File: config.mk
export PLATFORM = sky130hd
export DESIGN_NAME = control_unit
export DESIGN_NICKNAME = d
export VERILOG_FILES = /design/src/rtl/control_unit.sv
export SDC_FILE = /design/constraint.sdc
export NUM_CORES = 1
export LEC_CHECK = 0
export BUFFER_PORTS_ARGS = -buffer_cell sky130_fd_sc_hd__buf_2
export CORE_ASPECT_RATIO = 1.75
export CORE_MARGIN = 1
export CORE_UTILIZATION = 35
export CTS_CLUSTER_DIAMETER = 80
export DETAILED_ROUTE_END_ITERATION = 8
export SYNTH_ARGS = -nofsm -noshare
export SYNTH_HDL_FRONTEND = slang
export SYNTH_SLANG_ARGS = --single-unit
File: constraint.sdc
create_clock -name aclk -period 2.3 [get_ports aclk]
set_clock_uncertainty 0.15 [all_clocks]
set_input_delay 0.115 -clock aclk [delete_from_list [all_inputs] [get_ports aclk]]
set_output_delay 0.115 -clock aclk [all_outputs]
set_load 0.01 [all_outputs]
File: src/rtl/control_unit.sv
// Channel-side control unit: selection, command accept, byte transfer
// between channel tags and stream ports, ending status and disconnect.
module control_unit #(
  parameter logic [7:0] DEVICE_ADDR = 8'h10,
  parameter logic [7:0] INIT_STATUS = 8'h00
) (
  input  logic       aclk,
  input  logic       aresetn,
  input  logic       enable,
  input  logic [7:0] a_bus_out,
  input  logic       a_bus_out_parity,
  output logic [7:0] a_bus_in,
  output logic       a_bus_in_parity,
  input  logic       a_operational_out,
  input  logic       a_select_out,
  input  logic       a_hold_out,
  input  logic       a_address_out,
  input  logic       a_command_out,
  input  logic       a_service_out,
  input  logic       a_suppress_out,
  output logic       a_operational_in,
  output logic       a_select_in,
  output logic       a_address_in,
  output logic       a_status_in,
  output logic       a_service_in,
  output logic       a_request_in,
  output logic [7:0] cmd_tdata,
  output logic       cmd_tvalid,
  output logic [7:0] recv_tdata,
  output logic       recv_tvalid,
  input  logic       recv_tready,
  input  logic [7:0] send_tdata,
  input  logic       send_tvalid,
  output logic       send_tready,
  input  logic [7:0] end_tdata,
  input  logic       end_tvalid,
  output logic       end_tready,
  output logic       busy,
  output logic       parity_error
);

  typedef enum logic [3:0] {
    IDLE, OPL, ADDR_IN, CMD_WAIT, INIT_ST,
    DATA, XFER, END_ST, DISC
  } state_t;

  state_t state;
  logic   cmd_write;
  logic   init_done;
  logic   par_ok;
  logic   sel_hit;
  logic   unused_suppress;

  assign par_ok = ^{a_bus_out, a_bus_out_parity};
  assign sel_hit = enable && a_operational_out && a_select_out
                && a_hold_out && a_address_out
                && (a_bus_out == DEVICE_ADDR);
  assign a_bus_in_parity = ~^a_bus_in;
  assign a_request_in = 1'b0;
  assign busy = (state != IDLE);
  assign unused_suppress = a_suppress_out;

  always_ff @(posedge aclk or negedge aresetn) begin
    if (!aresetn) begin
      state            <= IDLE;
      cmd_write        <= 1'b0;
      init_done        <= 1'b0;
      a_bus_in         <= 8'h00;
      a_operational_in <= 1'b0;
      a_select_in      <= 1'b0;
      a_address_in     <= 1'b0;
      a_status_in      <= 1'b0;
      a_service_in     <= 1'b0;
      cmd_tdata        <= 8'h00;
      cmd_tvalid       <= 1'b0;
      recv_tdata       <= 8'h00;
      recv_tvalid      <= 1'b0;
      send_tready      <= 1'b0;
      end_tready       <= 1'b0;
      parity_error     <= 1'b0;
    end else begin
      cmd_tvalid  <= 1'b0;
      send_tready <= 1'b0;
      end_tready  <= 1'b0;
      if (recv_tvalid && recv_tready)
        recv_tvalid <= 1'b0;
      // selective reset: channel dropped operational out
      if (state != IDLE && !a_operational_out) begin
        state            <= IDLE;
        init_done        <= 1'b0;
        a_bus_in         <= 8'h00;
        a_operational_in <= 1'b0;
        a_select_in      <= 1'b0;
        a_address_in     <= 1'b0;
        a_status_in      <= 1'b0;
        a_service_in     <= 1'b0;
        recv_tvalid      <= 1'b0;
      end else begin
        unique case (state)
          IDLE: begin
            a_select_in <= a_select_out;
            a_bus_in    <= 8'h00;
            if (sel_hit) begin
              a_select_in      <= 1'b0;
              a_operational_in <= 1'b1;
              state            <= OPL;
              if (!par_ok) parity_error <= 1'b1;
            end
          end
          OPL: begin
            a_address_in <= 1'b1;
            a_bus_in     <= DEVICE_ADDR;
            state        <= ADDR_IN;
          end
          ADDR_IN: begin
            if (a_command_out) begin
              cmd_tdata    <= a_bus_out;
              cmd_tvalid   <= 1'b1;
              cmd_write    <= a_bus_out[0];
              a_address_in <= 1'b0;
              a_bus_in     <= 8'h00;
              state        <= CMD_WAIT;
              if (!par_ok) parity_error <= 1'b1;
            end
          end
          CMD_WAIT: begin
            if (!a_command_out) begin
              a_status_in <= 1'b1;
              a_bus_in    <= INIT_STATUS;
              init_done   <= 1'b0;
              state       <= INIT_ST;
            end
          end
          INIT_ST: begin
            if (!init_done) begin
              if (a_command_out) begin
                a_status_in <= 1'b0;
                a_bus_in    <= 8'h00;
                state       <= DISC;
              end else if (a_service_out) begin
                a_status_in <= 1'b0;
                a_bus_in    <= 8'h00;
                init_done   <= 1'b1;
              end
            end else if (!a_service_out) begin
              init_done <= 1'b0;
              state     <= DATA;
            end
          end
          DATA: begin
            if (a_command_out) begin
              a_service_in <= 1'b0;
              a_status_in  <= 1'b1;
              a_bus_in     <= 8'h0C;
              state        <= END_ST;
            end else if (a_service_in) begin
              if (a_service_out) begin
                if (cmd_write) begin
                  recv_tdata  <= a_bus_out;
                  recv_tvalid <= 1'b1;
                  if (!par_ok) parity_error <= 1'b1;
                end
                a_service_in <= 1'b0;
                a_bus_in     <= 8'h00;
                state        <= XFER;
              end
            end else if (end_tvalid) begin
              end_tready  <= 1'b1;
              a_status_in <= 1'b1;
              a_bus_in    <= end_tdata;
              state       <= END_ST;
            end else if (cmd_write) begin
              a_service_in <= 1'b1;
            end else if (send_tvalid) begin
              send_tready  <= 1'b1;
              a_bus_in     <= send_tdata;
              a_service_in <= 1'b1;
            end
          end
          XFER: begin
            if (!a_service_out && (!recv_tvalid || recv_tready))
              state <= DATA;
          end
          END_ST: begin
            if (a_service_out) begin
              a_status_in <= 1'b0;
              a_bus_in    <= 8'h00;
              state       <= DISC;
            end
          end
          DISC: begin
            if (!a_service_out && !a_command_out) begin
              a_operational_in <= 1'b0;
              state            <= IDLE;
            end
          end
          default: state <= IDLE;
        endcase
      end
    end
  end

endmodule

==> impl_metrics.csv <==
group,metric,value,unit
route,drt-initial-drc-count,42,
cells_and_area,layout_commonest_cell,"buf_2",
cells_and_area,nFillCells,649,
timing,fmaxAchievable,457.3,MHz
timing,fin_tns_setup,0,ns
route,vias,2130,
logic_synthesis,ys_async_sr_fraction,1.000,
timing,fin_crit,2.187,ns
power_and_ir_drop,p_leak,1.595,nW
logic_synthesis,netlist.area_leader.share,0.4092,
cells_and_area,layoutNonFillerInstCount,412,
logic_synthesis,yosysWarnings,0,
clocking,insertion_delay,0.29,ns
power_and_ir_drop,clkPwrFrac,0.253,
power_and_ir_drop,p_seq_frac,0.314,
route,totalWireLength,6363,µm
route,drc_errors,0,
floorplan,pin_count,75,
timing,worst_slew_pin_slew,0.8580,ns
global_route,grt_pass1_wl,10450,µm
clocking,path_clk_slew,0.06,ns
hold_path,hp-class,"in2reg",
floorplan,dieArea,7161,µm²
floorplan,rows,39,
placement,gp_congestion,0.8562,
logic_synthesis,yosysTopAreaCell,"dfrtp_1",
power_and_ir_drop,ir_worst_vdd,0.5312,mV
clocking,cts_setup_buffers,0,
global_route,overflow,0,
route,final_antenna_net_count,0,
logic_synthesis,synth_seq_area_share,0.4092,
logic_synthesis,netlist_instances,230,
power_and_ir_drop,powerDensity,974.6,nW/µm²
timing,final_max_slew_viol_count,0,
logic_synthesis,avgSynthCellArea,10.37,µm²
clocking,cts_buffer_depth,2,
clocking,htree_levels,2,
logic_synthesis,syn_area,2385,µm²
placement,placedCellCount,381,
global_route,antenna_found_initial,0,
cells_and_area,drive_gt1_frac,0.3667,
logic_synthesis,ys_top_cells_by_area,"dfrtp_1 (41%), mux2_4 (10%), xnor2_1 (5.5%)",
timing,slew_headroom,0.4280,
clocking,cts_sinks,39,
critical_path,worstPathMaxFanout,9,
placement,port_buffers,72,
critical_path,worstPathArrival,2.21,ns
power_and_ir_drop,netSwitchingFraction,0.3596,
logic_synthesis,ys_types,56,
timing,setup_viol,0,
route,drt_pass1_iterations,4,
power_and_ir_drop,pwr-share-comb,0.433,
critical_path,path_class,"reg2reg",
floorplan,initial_utilization,0.3647,
job,cap_violations,0,
cells_and_area,final_cell_mix,"buf_2 (72), dfrtp_1 (39), dlygate4sd3_1 (23)",
power_and_ir_drop,p_switching,0.001141,W
logic_synthesis,ys.flop_type,"dfrtp_1",
logic_synthesis,synth_edf_count,0,
floorplan,core_area,6539,µm²
cells_and_area,diodes,0,
clocking,tritoncts,"built",
status,status,"complete, no violations",
route,wl_per_cell,15.44,µm
logic_synthesis,synth_seq_cells,39,
global_route,grt_pass1_vias,2212,
route,drt-vias-per-instance,5.170,
cells_and_area,nets,367,
timing,hold_ws,0.09457,ns
floorplan,die_w,64.40,µm
critical_path,critPathLaunchType,"register",
power_and_ir_drop,p_int,0.002032,W
timing,finalCritPeriodShare,0.9508,
placement,dp.final_hpwl,4580,µm
global_route,grt_usage,0.1882,
global_route,grt_max_degree,40,
timing,rsz0062_at_grt,"no",
logic_synthesis,synth_fp_nets,268,
cells_and_area,area_delta_synth_final,36.52,%
clocking,numCtsBuffers,5,
critical_path,worstPathRequired,2.33,ns
critical_path,cp-end-kind,"register",
timing,final_hold_viol_count,0,
clocking,root_buffer,"clkbuf_16",
floorplan,die_y,111.2,µm
registers in the layout, indices dropped and copies added (netlist names):
name and cells:
a_address_in 1, a_bus_in 8, a_operational_in 1, a_select_in 1
a_service_in 1, a_status_in 1, cmd_tdata 8, cmd_tvalid 1
end_tready 1, init_done 1, parity_error 1, recv_tdata 8
recv_tvalid 1, send_tready 1, state 4
worst max-delay path, cell delays in order, from the launching register on:
cell and delay, ns:
dfrtp_1 0.50, nor4_4 0.39, nor2_2 0.13, or3_1 0.38, buf_4 0.20, mux2_4 0.30
cells by family (layout without fill, tap and decap cells):
| kind of cell | count (synthesis) | count (layout) | share of synthesized area |
|---|---|---|---|
| flip-flops | 39 | 39 | 0.4092 |
| other | 1 | 1 | 0.001572 |
| AO/OA/AOI/OAI | 53 | 53 | 0.1548 |
| multiplexers | 26 | 26 | 0.1443 |
| buffers and inverters | 22 | 122 | 0.05194 |
| AND/OR/NAND/NOR | 73 | 73 | 0.1794 |
| XOR/XNOR | 16 | 16 | 0.05876 |
power groups by stage:
stage	combinational (W)	clock [W]	sequential [W]
after floorplan	0.000890	0	0.00100
after global placement	0.00133	0	0.00100
after detailed placement	0.00134	0	0.00100
after CTS	0.00137	0.000821	0.000995
after global routing	0.00151	0.000839	0.00102
final	0.00137	0.000803	0.000996
per-stage QoR:
| stage | utilization | setup slack [ns] | instance area (µm²) | power [W] |
|---|---|---|---|---|
| after CTS | 0.4960 | 0.01287 | 3243 | 0.003190 |
| after global routing | 0.4979 | 0.006811 | 3256 | 0.003367 |
| after floorplan | - | 0.3151 | 2385 | 0.001895 |
| after global placement | 0.4349 | 0.1070 | 2844 | 0.002331 |
| final | 0.4979 | 0.1133 | 3256 | 0.003173 |
| after detailed placement | 0.4349 | 0.1035 | 2844 | 0.002338 |
routing by layer:
layer,global-route usage,wire (µm),vias to the layer above
met5,0,0,-
met4,0.09630,233,0
met3,0.02366,263,13
met2,0.3460,3387,79
met1,0.2021,2478,1013
li1,-,-,1025
cell type report:
| type | instances | area, µm² | area share |
|---|---|---|---|
| clock buffer | 5 | 125.1 | 0.03843 |
| clock inverter | 3 | 43.79 | 0.01345 |
| inverter | 6 | 22.52 | 0.006918 |
| multi-input combinational | 169 | 1297 | 0.3985 |
| sequential | 39 | 975.9 | 0.2998 |
| tap | 82 | 102.6 | 0.03151 |
| timing repair buffer | 108 | 688.2 | 0.2114 |
timing repair:
item	in CTS	in global routing
resized for setup	0	2
endpoints found under the setup margin	0	1
hold buffers	23	0
hold endpoints to repair	64	0
Yosys cell counts (4+ instances only):
cell type  number
a21oi_1        10
a32o_1          4
buf_4           4
clkbuf_1        6
dfrtp_1        39
inv_1           6
mux2_4         16
mux2i_1         7
nand2_1        20
nand2b_1        5
nand4_1         4
nor2_1          8
nor2b_1         4
nor3_1          5
o21ai_0        13
o2bb2ai_1       5
xnor2_1        15
worst paths after layout:
check | from | slack (ns) | cells after the start | endpoint
setup / recovery | state[0] | 0.11 | 5 | cmd_tdata[7]
hold / removal | end_tvalid | 0.09 | 2 | send_tready
setup reg to reg | state[0] | 0.11 | 5 | cmd_tdata[7]
hold reg to reg | parity_error | 0.31 | 1 | parity_error
max in group asynchronous | aresetn | 1.13 | 2 | a_service_in
min in group asynchronous | aresetn | 0.33 | 2 | cmd_tdata[1]
No activity file was read; power rests on OpenSTA's default activity.
